===== config.mk =====
export PLATFORM = sky130hd
export DESIGN_NAME = qupls_dispatch_queue
export DESIGN_NICKNAME = d
export VERILOG_FILES = /design/src/rtl/qupls_dispatch_queue.sv
export SDC_FILE = /design/constraint.sdc
export NUM_CORES = 1
export LEC_CHECK = 0
export CAP_MARGIN = 0
export CORE_MARGIN = 5
export CORE_UTILIZATION = 30
export DETAILED_ROUTE_END_ITERATION = 6
export SLEW_MARGIN = 30
export SYNTH_ARGS = -nofsm -noshare
export SYNTH_HDL_FRONTEND = slang
export SYNTH_SLANG_ARGS = --single-unit
export TNS_END_PERCENT = 20

===== constraint.sdc =====
create_clock -name clk -period 6.6 [get_ports clk]
set_input_delay 0.66 -clock clk [delete_from_list [all_inputs] [get_ports clk]]
set_output_delay 0.66 -clock clk [all_outputs]
set_load 0.01 [all_outputs]

===== src/rtl/qupls_dispatch_queue.sv =====
// Decode-to-rename dispatch queue with serializing-instruction handling.
// Optional QUPLS_DISPQ_STATS_EN adds dispatch and stall counters.
package qupls_dispatch_pkg;
  typedef struct packed {
    logic [31:0] pc;
    logic [31:0] ins;
    logic        nop;
    logic        br;
    logic        cjb;
    logic        bsr;
    logic        load;
    logic        store;
    logic        lda;
    logic        fence;
    logic        mul;
    logic        mulu;
    logic        div;
    logic        divu;
    logic        fpu;
    logic        alu;
    logic        sync;
    logic        brk;
    logic        rti;
    logic        csr;
    logic        irq;
    logic        rex;
  } decode_bus_t;

  typedef enum logic [1:0] {
    RUN,
    SER_WAIT,
    SER_DRAIN
  } dq_state_e;
endpackage

module qupls_dispatch_queue
  import qupls_dispatch_pkg::*;
#(
  parameter int DEPTH = 4
) (
  input  logic                       clk,
  input  logic                       rst,
  input  logic                       flush,
  input  logic                       in_v,
  input  decode_bus_t                in_db,
  output logic                       in_rdy,
  output logic                       out_v,
  output decode_bus_t                out_db,
  output logic [5:0]                 out_unit,
  input  logic                       out_rdy,
  input  logic                       pipe_idle,
  output logic [$clog2(DEPTH):0]     count,
  output logic                       serial_busy,
  output logic [31:0]                stat_disp,
  output logic [31:0]                stat_stall
);

  localparam int AW = $clog2(DEPTH);
  localparam int CW = AW + 1;
  localparam logic [CW-1:0] FULL = CW'(DEPTH);

  decode_bus_t     mem_q  [DEPTH];
  decode_bus_t     mem_d  [DEPTH];
  logic [5:0]      unit_q [DEPTH];
  logic [5:0]      unit_d [DEPTH];
  logic            ser_q  [DEPTH];
  logic            ser_d  [DEPTH];
  logic [AW-1:0]   wptr_q, wptr_d;
  logic [AW-1:0]   rptr_q, rptr_d;
  logic [CW-1:0]   count_q, count_d;
  dq_state_e       state_q, state_d;

  logic            push;
  logic            pop;
  logic            empty;
  logic            head_ser;
  logic [5:0]      unit_in;
  logic            ser_in;

  assign empty    = (count_q == '0);
  assign head_ser = ser_q[rptr_q];
  assign in_rdy   = (count_q < FULL) && !flush;
  assign push     = in_v && in_rdy && !in_db.nop;
  assign pop      = out_v && out_rdy;

  assign count       = count_q;
  assign serial_busy = (state_q != RUN);
  assign out_db      = empty ? '0 : mem_q[rptr_q];
  assign out_unit    = empty ? '0 : unit_q[rptr_q];

  // Unit class by first match; bit0 = BR ... bit5 = OTHER
  always_comb begin
    unit_in = 6'b100000;
    priority case (1'b1)
      in_db.br | in_db.cjb | in_db.bsr:
        unit_in = 6'b000001;
      in_db.load | in_db.store | in_db.lda | in_db.fence:
        unit_in = 6'b000010;
      in_db.mul | in_db.mulu | in_db.div | in_db.divu:
        unit_in = 6'b000100;
      in_db.fpu:
        unit_in = 6'b001000;
      in_db.alu:
        unit_in = 6'b010000;
      default:
        unit_in = 6'b100000;
    endcase
  end

  assign ser_in = in_db.sync | in_db.fence | in_db.brk |
                  in_db.rti  | in_db.csr   | in_db.irq |
                  in_db.rex;

  always_comb begin
    out_v = 1'b0;
    unique case (state_q)
      RUN:       out_v = !empty && !head_ser;
      SER_WAIT:  out_v = pipe_idle && !empty;
      SER_DRAIN: out_v = 1'b0;
      default:   out_v = 1'b0;
    endcase
  end

  always_comb begin
    state_d = state_q;
    unique case (state_q)
      RUN:       if (!empty && head_ser) state_d = SER_WAIT;
      SER_WAIT:  if (pop) state_d = SER_DRAIN;
      SER_DRAIN: if (pipe_idle) state_d = RUN;
      default:   state_d = RUN;
    endcase
    if (flush) state_d = RUN;
  end

  always_comb begin
    mem_d   = mem_q;
    unit_d  = unit_q;
    ser_d   = ser_q;
    wptr_d  = wptr_q;
    rptr_d  = rptr_q;
    count_d = count_q;
    if (push) begin
      mem_d[wptr_q]  = in_db;
      unit_d[wptr_q] = unit_in;
      ser_d[wptr_q]  = ser_in;
      wptr_d         = wptr_q + AW'(1);
    end
    if (pop) rptr_d = rptr_q + AW'(1);
    unique case ({push, pop})
      2'b10:   count_d = count_q + CW'(1);
      2'b01:   count_d = count_q - CW'(1);
      default: count_d = count_q;
    endcase
    if (flush) begin
      wptr_d  = '0;
      rptr_d  = '0;
      count_d = '0;
    end
  end

  always_ff @(posedge clk) begin
    if (rst) begin
      for (int i = 0; i < DEPTH; i++) begin
        mem_q[i]  <= '0;
        unit_q[i] <= '0;
        ser_q[i]  <= 1'b0;
      end
      wptr_q  <= '0;
      rptr_q  <= '0;
      count_q <= '0;
      state_q <= RUN;
    end else begin
      mem_q   <= mem_d;
      unit_q  <= unit_d;
      ser_q   <= ser_d;
      wptr_q  <= wptr_d;
      rptr_q  <= rptr_d;
      count_q <= count_d;
      state_q <= state_d;
    end
  end

`ifdef QUPLS_DISPQ_STATS_EN
  logic [31:0] disp_q, disp_d;
  logic [31:0] stall_q, stall_d;

  // Counters ignore flush so they span branch misses
  always_comb begin
    disp_d  = disp_q;
    stall_d = stall_q;
    if (pop) disp_d = disp_q + 32'd1;
    if (!empty && !pop) stall_d = stall_q + 32'd1;
  end

  always_ff @(posedge clk) begin
    if (rst) begin
      disp_q  <= '0;
      stall_q <= '0;
    end else begin
      disp_q  <= disp_d;
      stall_q <= stall_d;
    end
  end

  assign stat_disp  = disp_q;
  assign stat_stall = stall_q;
`else
  assign stat_disp  = '0;
  assign stat_stall = '0;
`endif

endmodule


# [Yosys cells after proc, flatten, opt, wreduce, memory -nomap -nowiden]
# Cells that the tools add are included.
# W data, S select, Z words.
[totals] mem_bits_ro=0 ramBits=0 regBits=373 latchBits=0 inputBits=90 mem_count=0 word_cells=180
[classes] div=0 n_eq_ne=7 mul=0 n_shift=0 n_addsub=4 reduce_logical=18 bitwise_logic=16 order_cmp=4 n_mux=31
[op_table] cell="$bwmux W336" n=1
[op_table] cell="$mux W84" n=4
[op_table] cell="$bmux W84 S2" n=1
[op_table] cell="$demux W84 S2" n=1
[op_table] cell="$mux W6" n=9
[op_table] cell="$bwmux W24" n=1
[op_table] cell="$or A1 B1 Y1" n=14
[op_table] cell="$bmux W6 S2" n=1
[op_table] cell="$demux W6 S2" n=1
[op_table] cell="$logic_and A1 B1 Y1" n=8
[op_table] cell="$ge A3 B3 Y1 const B" n=2
[op_table] cell="$mux W2" n=3
[op_table] cell="$ne A2 B2 Y1 const B" n=3
[op_table] cell="$not A2 Y3" n=2
[op_table] cell="$pmux W2 S3" n=1
[op_table] cell="$pmux W3 S2" n=1
[op_table] cell="$add A2 B1 Y2 const B" n=2
[op_table] cell="$bwmux W4" n=1
[op_table] cell="$eq A2 B1 Y1 const B" n=2
[op_table] cell="$eq A2 B2 Y1 const B" n=2
[op_table] cell="$logic_not A1 Y1" n=4
[op_table] cell="$reduce_bool A2 Y1" n=2
[op_table] cell="$add A3 B1 Y3 const B" n=1
[op_table] cell="$logic_not A3 Y1" n=1
[op_table] cell="10 further kinds" n=12

# [Logic depth before layout (Yosys ltp)]
[logic_depth] word_depth=10 mapped_depth=11 ltp_nobuf=9

# [Least setup slack after synthesis]
# OpenSTA, ideal clock, no wires.
[synth_path] path_type="input port to flip-flop" start="in pipe_idle" end="reg count_q[2] (netlist: count[2])" stages=9 slack_ns=4.070 t_arrival_ns=2.460 cell_sequence="nor2b_1 -> or4b_1 -> nor2_1 -> ha_1 -> inv_1 -> fa_1 -> xor2_1 -> or3_1 -> a21oi_1"
[synth_between] elab_chain_len=5 elab_cells_between_ends=7
[synth_rtl] element="from (decl)" line_no="51" source="input logic pipe_idle,"
[synth_rtl] element="$logic_and A1 B1 Y1 (*)" line_no="118" source="SER_WAIT: out_v = pipe_idle && !empty;"
[synth_rtl] element="$pmux W1 S2 (*)" line_no="116" source="unique case (state_q)"
[synth_rtl] element="$logic_and A1 B1 Y1 (*)" line_no="84" source="assign pop = out_v && out_rdy;"
[synth_rtl] element="named net pop" line_no="74" source="logic pop;"
[synth_rtl] element="$eq A2 B1 Y1 / $eq A2 B2 Y1 (equally long branches)" line_no="149" source="unique case ({push, pop})"
[synth_rtl] element="$pmux W3 S2 / $reduce_bool A2 Y1 (equally long branches)"
[synth_rtl] element="to (signal assigned)" line_no="178" source="count_q <= count_d;"
[synth_rtl] element="to (decl)" line_no="70" source="logic [CW-1:0] count_q, count_d;"
# Mark *: on every way through the listed nets, which the timed path passes. The rest lies on a longest branch.
# A chain may end at the register's enable or synchronous reset.

# [Worst setup path after layout]
[layout_path] start="reg rptr_q[0]" end="out out_unit[0]"
[layout_between] elab_chain_len=5
[layout_rtl] element="from (decl)" line_no="69" source="logic [AW-1:0] rptr_q, rptr_d;"
[layout_rtl] element="from (signal assigned)" line_no="177" source="rptr_q <= rptr_d;"
[layout_rtl] element="$not A2 Y3 (not written as such)" line_no="89" source="assign out_unit = empty ? '0 : unit_q[rptr_q];"
[layout_rtl] element="$bmux W6 S2" line_no="89"
[layout_rtl] element="$mux W6 (not written as such) (2 in a row)" line_no="89"
[layout_rtl] element="$mux W6" line_no="89"
[layout_rtl] element="to (decl)" line_no="49" source="output logic [5:0] out_unit,"
# Every way passes these cells. The select of a mux whose other input is x is not followed.

==> impl_metrics.py <==
metrics = {
    "grt": {
        "grt_max_degree": 222,
        "grt_pass1_wl_microns": 75900,
        "grt_pass1_vias": 13850,
        "gr-total-overflow": 0,
        "grt_antenna_before_repair": 1,
        "track_usage_pct": 15.8,
    },
    "worst_hold_path": {
        "hold_depth": 2,
        "worstHoldPathType": "flip-flop to flip-flop",
        "worst_hold_path.endpoint": "mem_q[235]",
        "min_from": "mem_q[235]",
    },
    "timing": {
        "fin_crit_ps": 3970,
        "setup_viol": 0,
        "period_share_pct": 60.2,
        "hold_violations": 0,
        "drv_slew": 0,
        "skew_ps": 16.0,
        "slew_headroom_pct": 32.4,
        "setup_tns_ps": 0,
        "worst_slew_pin_slew_ps": 1010,
        "max_freq_mhz": 252,
        "grt_setup_unrepaired": "no",
    },
    "clocking": {
        "clkTransAtPathRegs_ps": 60,
        "worstSkewPairLatency_ps": 550,
        "cts_resized": 0,
        "clockRootBuffer": "clkbuf_16",
        "cts_tree": "built",
        "numCtsBuffers": 42,
        "hold_buffers": 0,
        "h-tree-depth": 2,
        "cts_max_path_buffers": 3,
        "clkSinkCount": 373,
        "cts_setup_buffers": 0,
    },
    "worst_setup_path": {
        "r2r_end": "count[2]",
        "cp_max_fo": 49,
        "crit_path_top_delay_cell": "dfxtp_4",
        "cp-end-kind": "output pin",
        "crit_required_ps": 5940,
        "slowest_delay_ps": 890,
        "rr_startpoint": "rptr_q[1]",
        "path_class": "flip-flop to output pin",
        "critPathLaunchType": "flip-flop",
        "reg2reg_slack_ps": 3350,
        "cp_cell_sequence": "buf_4, mux4_2, nor2b_1, clkdlybuf4s50_1",
        "ff2ff_path_depth": 10,
        "cp_data_arrival_time_ps": 3310,
    },
    "layout": {
        "final_common_cell": "nand2_1",
        "drive_gt1_share_pct": 9.56,
        "fin_nets": 2115,
        "areaGrowthSynthToFinish_pct": 21.0,
        "final_util_pct": 36.7,
        "final_cell_mix": "708 x nand2_1, 371 x dfxtp_1, 356 x a21oi_1",
        "fillerInstances": 5415,
    },
    "drt": {
        "dr.pass1.iters": 5,
        "antenna_left": 0,
        "drt_wl_total_microns": 48400,
        "drc": 0,
        "drtIter0Drc": 852,
        "wire_per_inst_microns": 17.6,
        "via_count": 13417,
        "vias_per_cell": 4.88,
    },
    "die": {
        "io_pins": 250,
        "die_x_microns": 243,
        "fp.dieH_microns": 243,
        "coreArea_sq_mm": 0.0539,
        "initial_core_util_pct": 30.3,
        "die-area_sq_mm": 0.0592,
        "rows": 85,
    },
    "synth": {
        "synthCells": 1926,
        "yosys.area.top_type": "dfxtp_1",
        "postSynthAreaPerCell_sq_um": 8.48,
        "synth_top_area_share_pct": 45.7,
        "yosys_register_bits": 373,
        "synthDistinctLibCells": 39,
        "ys.warnings.count": 0,
        "synthesis.area_sq_mm": 0.0163,
        "synth.area.top_cells": "dfxtp_1 46%, nand2_1 16%, mux4_2 12%, a21oi_1 11%, buf_4 3.8%",
        "seq_area_frac_synth_pct": 45.7,
    },
    "power": {
        "power_leakage_nw": 6.23,
        "vdd_drop_max_uv": 153,
        "p_per_area_mw_per_mm2": 249,
    },
    "placement": {
        "port-buffer-count": 185,
        "gp_congestion": 0.736,
        "hpwlAfterDp_microns": 27500,
    },
    "run": {
        "maxCapViolations": 0,
    },
    "status": {
        "outcome": "finished, final reports clean",
    },
}
==> layer usage <==
| layer | share of wire [%] | vias to the layer above | GRT usage, % |
|---|---|---|---|
| met4 | 2.3 | 0 | 5.29 |
| met1 | 41 | 6545 | 18.9 |
| met2 | 51 | 363 | 28.6 |
| met3 | 5.4 | 68 | 2.86 |
| li1 | - | 6441 | - |
| met5 | 0 | - | 0 |
==> sequential cells by signal, indices dropped and copies added, names as in the netlist <==
name	cells
count	3
mem_q	336
rptr_q	2
ser_q	4
state_q	2
unit_q	24
wptr_q	2
==> power breakdown <==
| part | switching, W | leakage [nW] | internal (W) |
|---|---|---|---|
| Sequential | 0.0000111 | 3.01 | 0.00227 |
| Clock | 0.000937 | 0.709 | 0.00146 |
| Combinational | 0.000149 | 2.51 | 0.0000982 |
==> worst max-delay path by stage <==
stage / slack [ps] / depth (start not counted) / to / from
CTS: 2530 / 4 / out_unit[0] / rptr_q[0]
global route: 2470 / 4 / out_unit[0] / rptr_q[0]
global placement: 3110 / 7 / ser_q[1] / flush
detailed placement: 3130 / 4 / out_unit[0] / rptr_q[0]
floorplan: 4070 / 9 / count[2] / pipe_idle
finish: 2630 / 4 / out_unit[0] / rptr_q[0]
==> critical path, delay by kind of cell (launching register included) <==
family                 cells  cell delay, ps
flip-flops                 1             890
buffers and inverters      2            1110
multiplexers               1             580
AND/OR/NAND/NOR            1             170
==> area by class of cell <==
class	instances	area, sq um	area share, %
Antenna cell	1	2.50	0.0127
Clock buffer	65	1290	6.52
Clock inverter	11	138	0.696
Inverter	7	26.3	0.133
Multi-Input combinational cell	1394	7950	40.2
Sequential cell	373	7470	37.8
Tap cell	696	871	4.40
Timing Repair Buffer	201	2020	10.2
==> cell families after synthesis <==
family / Yosys count / share of synthesized area [%]
multiplexers: 92 / 12.5
AND/OR/NAND/NOR: 857 / 22.1
other: 1 / 0.0230
adder cells (fa/ha/maj): 6 / 0.505
XOR/XNOR: 3 / 0.161
flip-flops: 373 / 45.7
AO/OA/AOI/OAI: 372 / 11.6
buffers and inverters: 222 / 7.39
==> through the flow <==
| stage | hold slack [ps] | power [W] | std cells | worst slack [ps] | cell area (sq um) |
|---|---|---|---|---|---|
| 3_5_place_dp | 443 | 0.00258 | 2670 | 3130 | 18300 |
| 5_1_grt | 466 | 0.00510 | 2748 | 2470 | 19800 |
| 2_1_floorplan | 429 | 0.00248 | 1989 | 4070 | 16600 |
| 3_3_place_gp | 437 | 0.00257 | 2670 | 3110 | 18300 |
| 6_report | 451 | 0.00492 | 2748 | 2630 | 19800 |
| 4_1_cts | 451 | 0.00499 | 2746 | 2530 | 19700 |
==> cell usage after synthesis <==
cell / number
nor2_1: 22
xor2_1: 2
nor4b_4: 1
mux4_2: 90
o2bb2ai_1: 1
nor3b_2: 1
buf_4: 83
a22oi_1: 1
nor3_2: 1
inv_1: 7
a211oi_1: 9
nor3_1: 2
and2_1: 5
dfxtp_1: 373
or4_1: 3
clkbuf_1: 81
or4b_1: 1
nor3b_1: 4
nand2b_1: 2
nand2_1: 712
fa_1: 1
mux2i_1: 1
o21ai_1: 1
conb_1: 1
buf_2: 50
a21oi_1: 356
o21ai_0: 3
nor4_1: 2
nor2b_1: 91
nor4_4: 2
o211ai_1: 1
or2_2: 2
or4_4: 2
ha_1: 5
xnor2_1: 1
mux2_2: 1
nor4b_2: 1
buf_1: 1
or3_1: 3
Power figures use the tool's default switching activity.
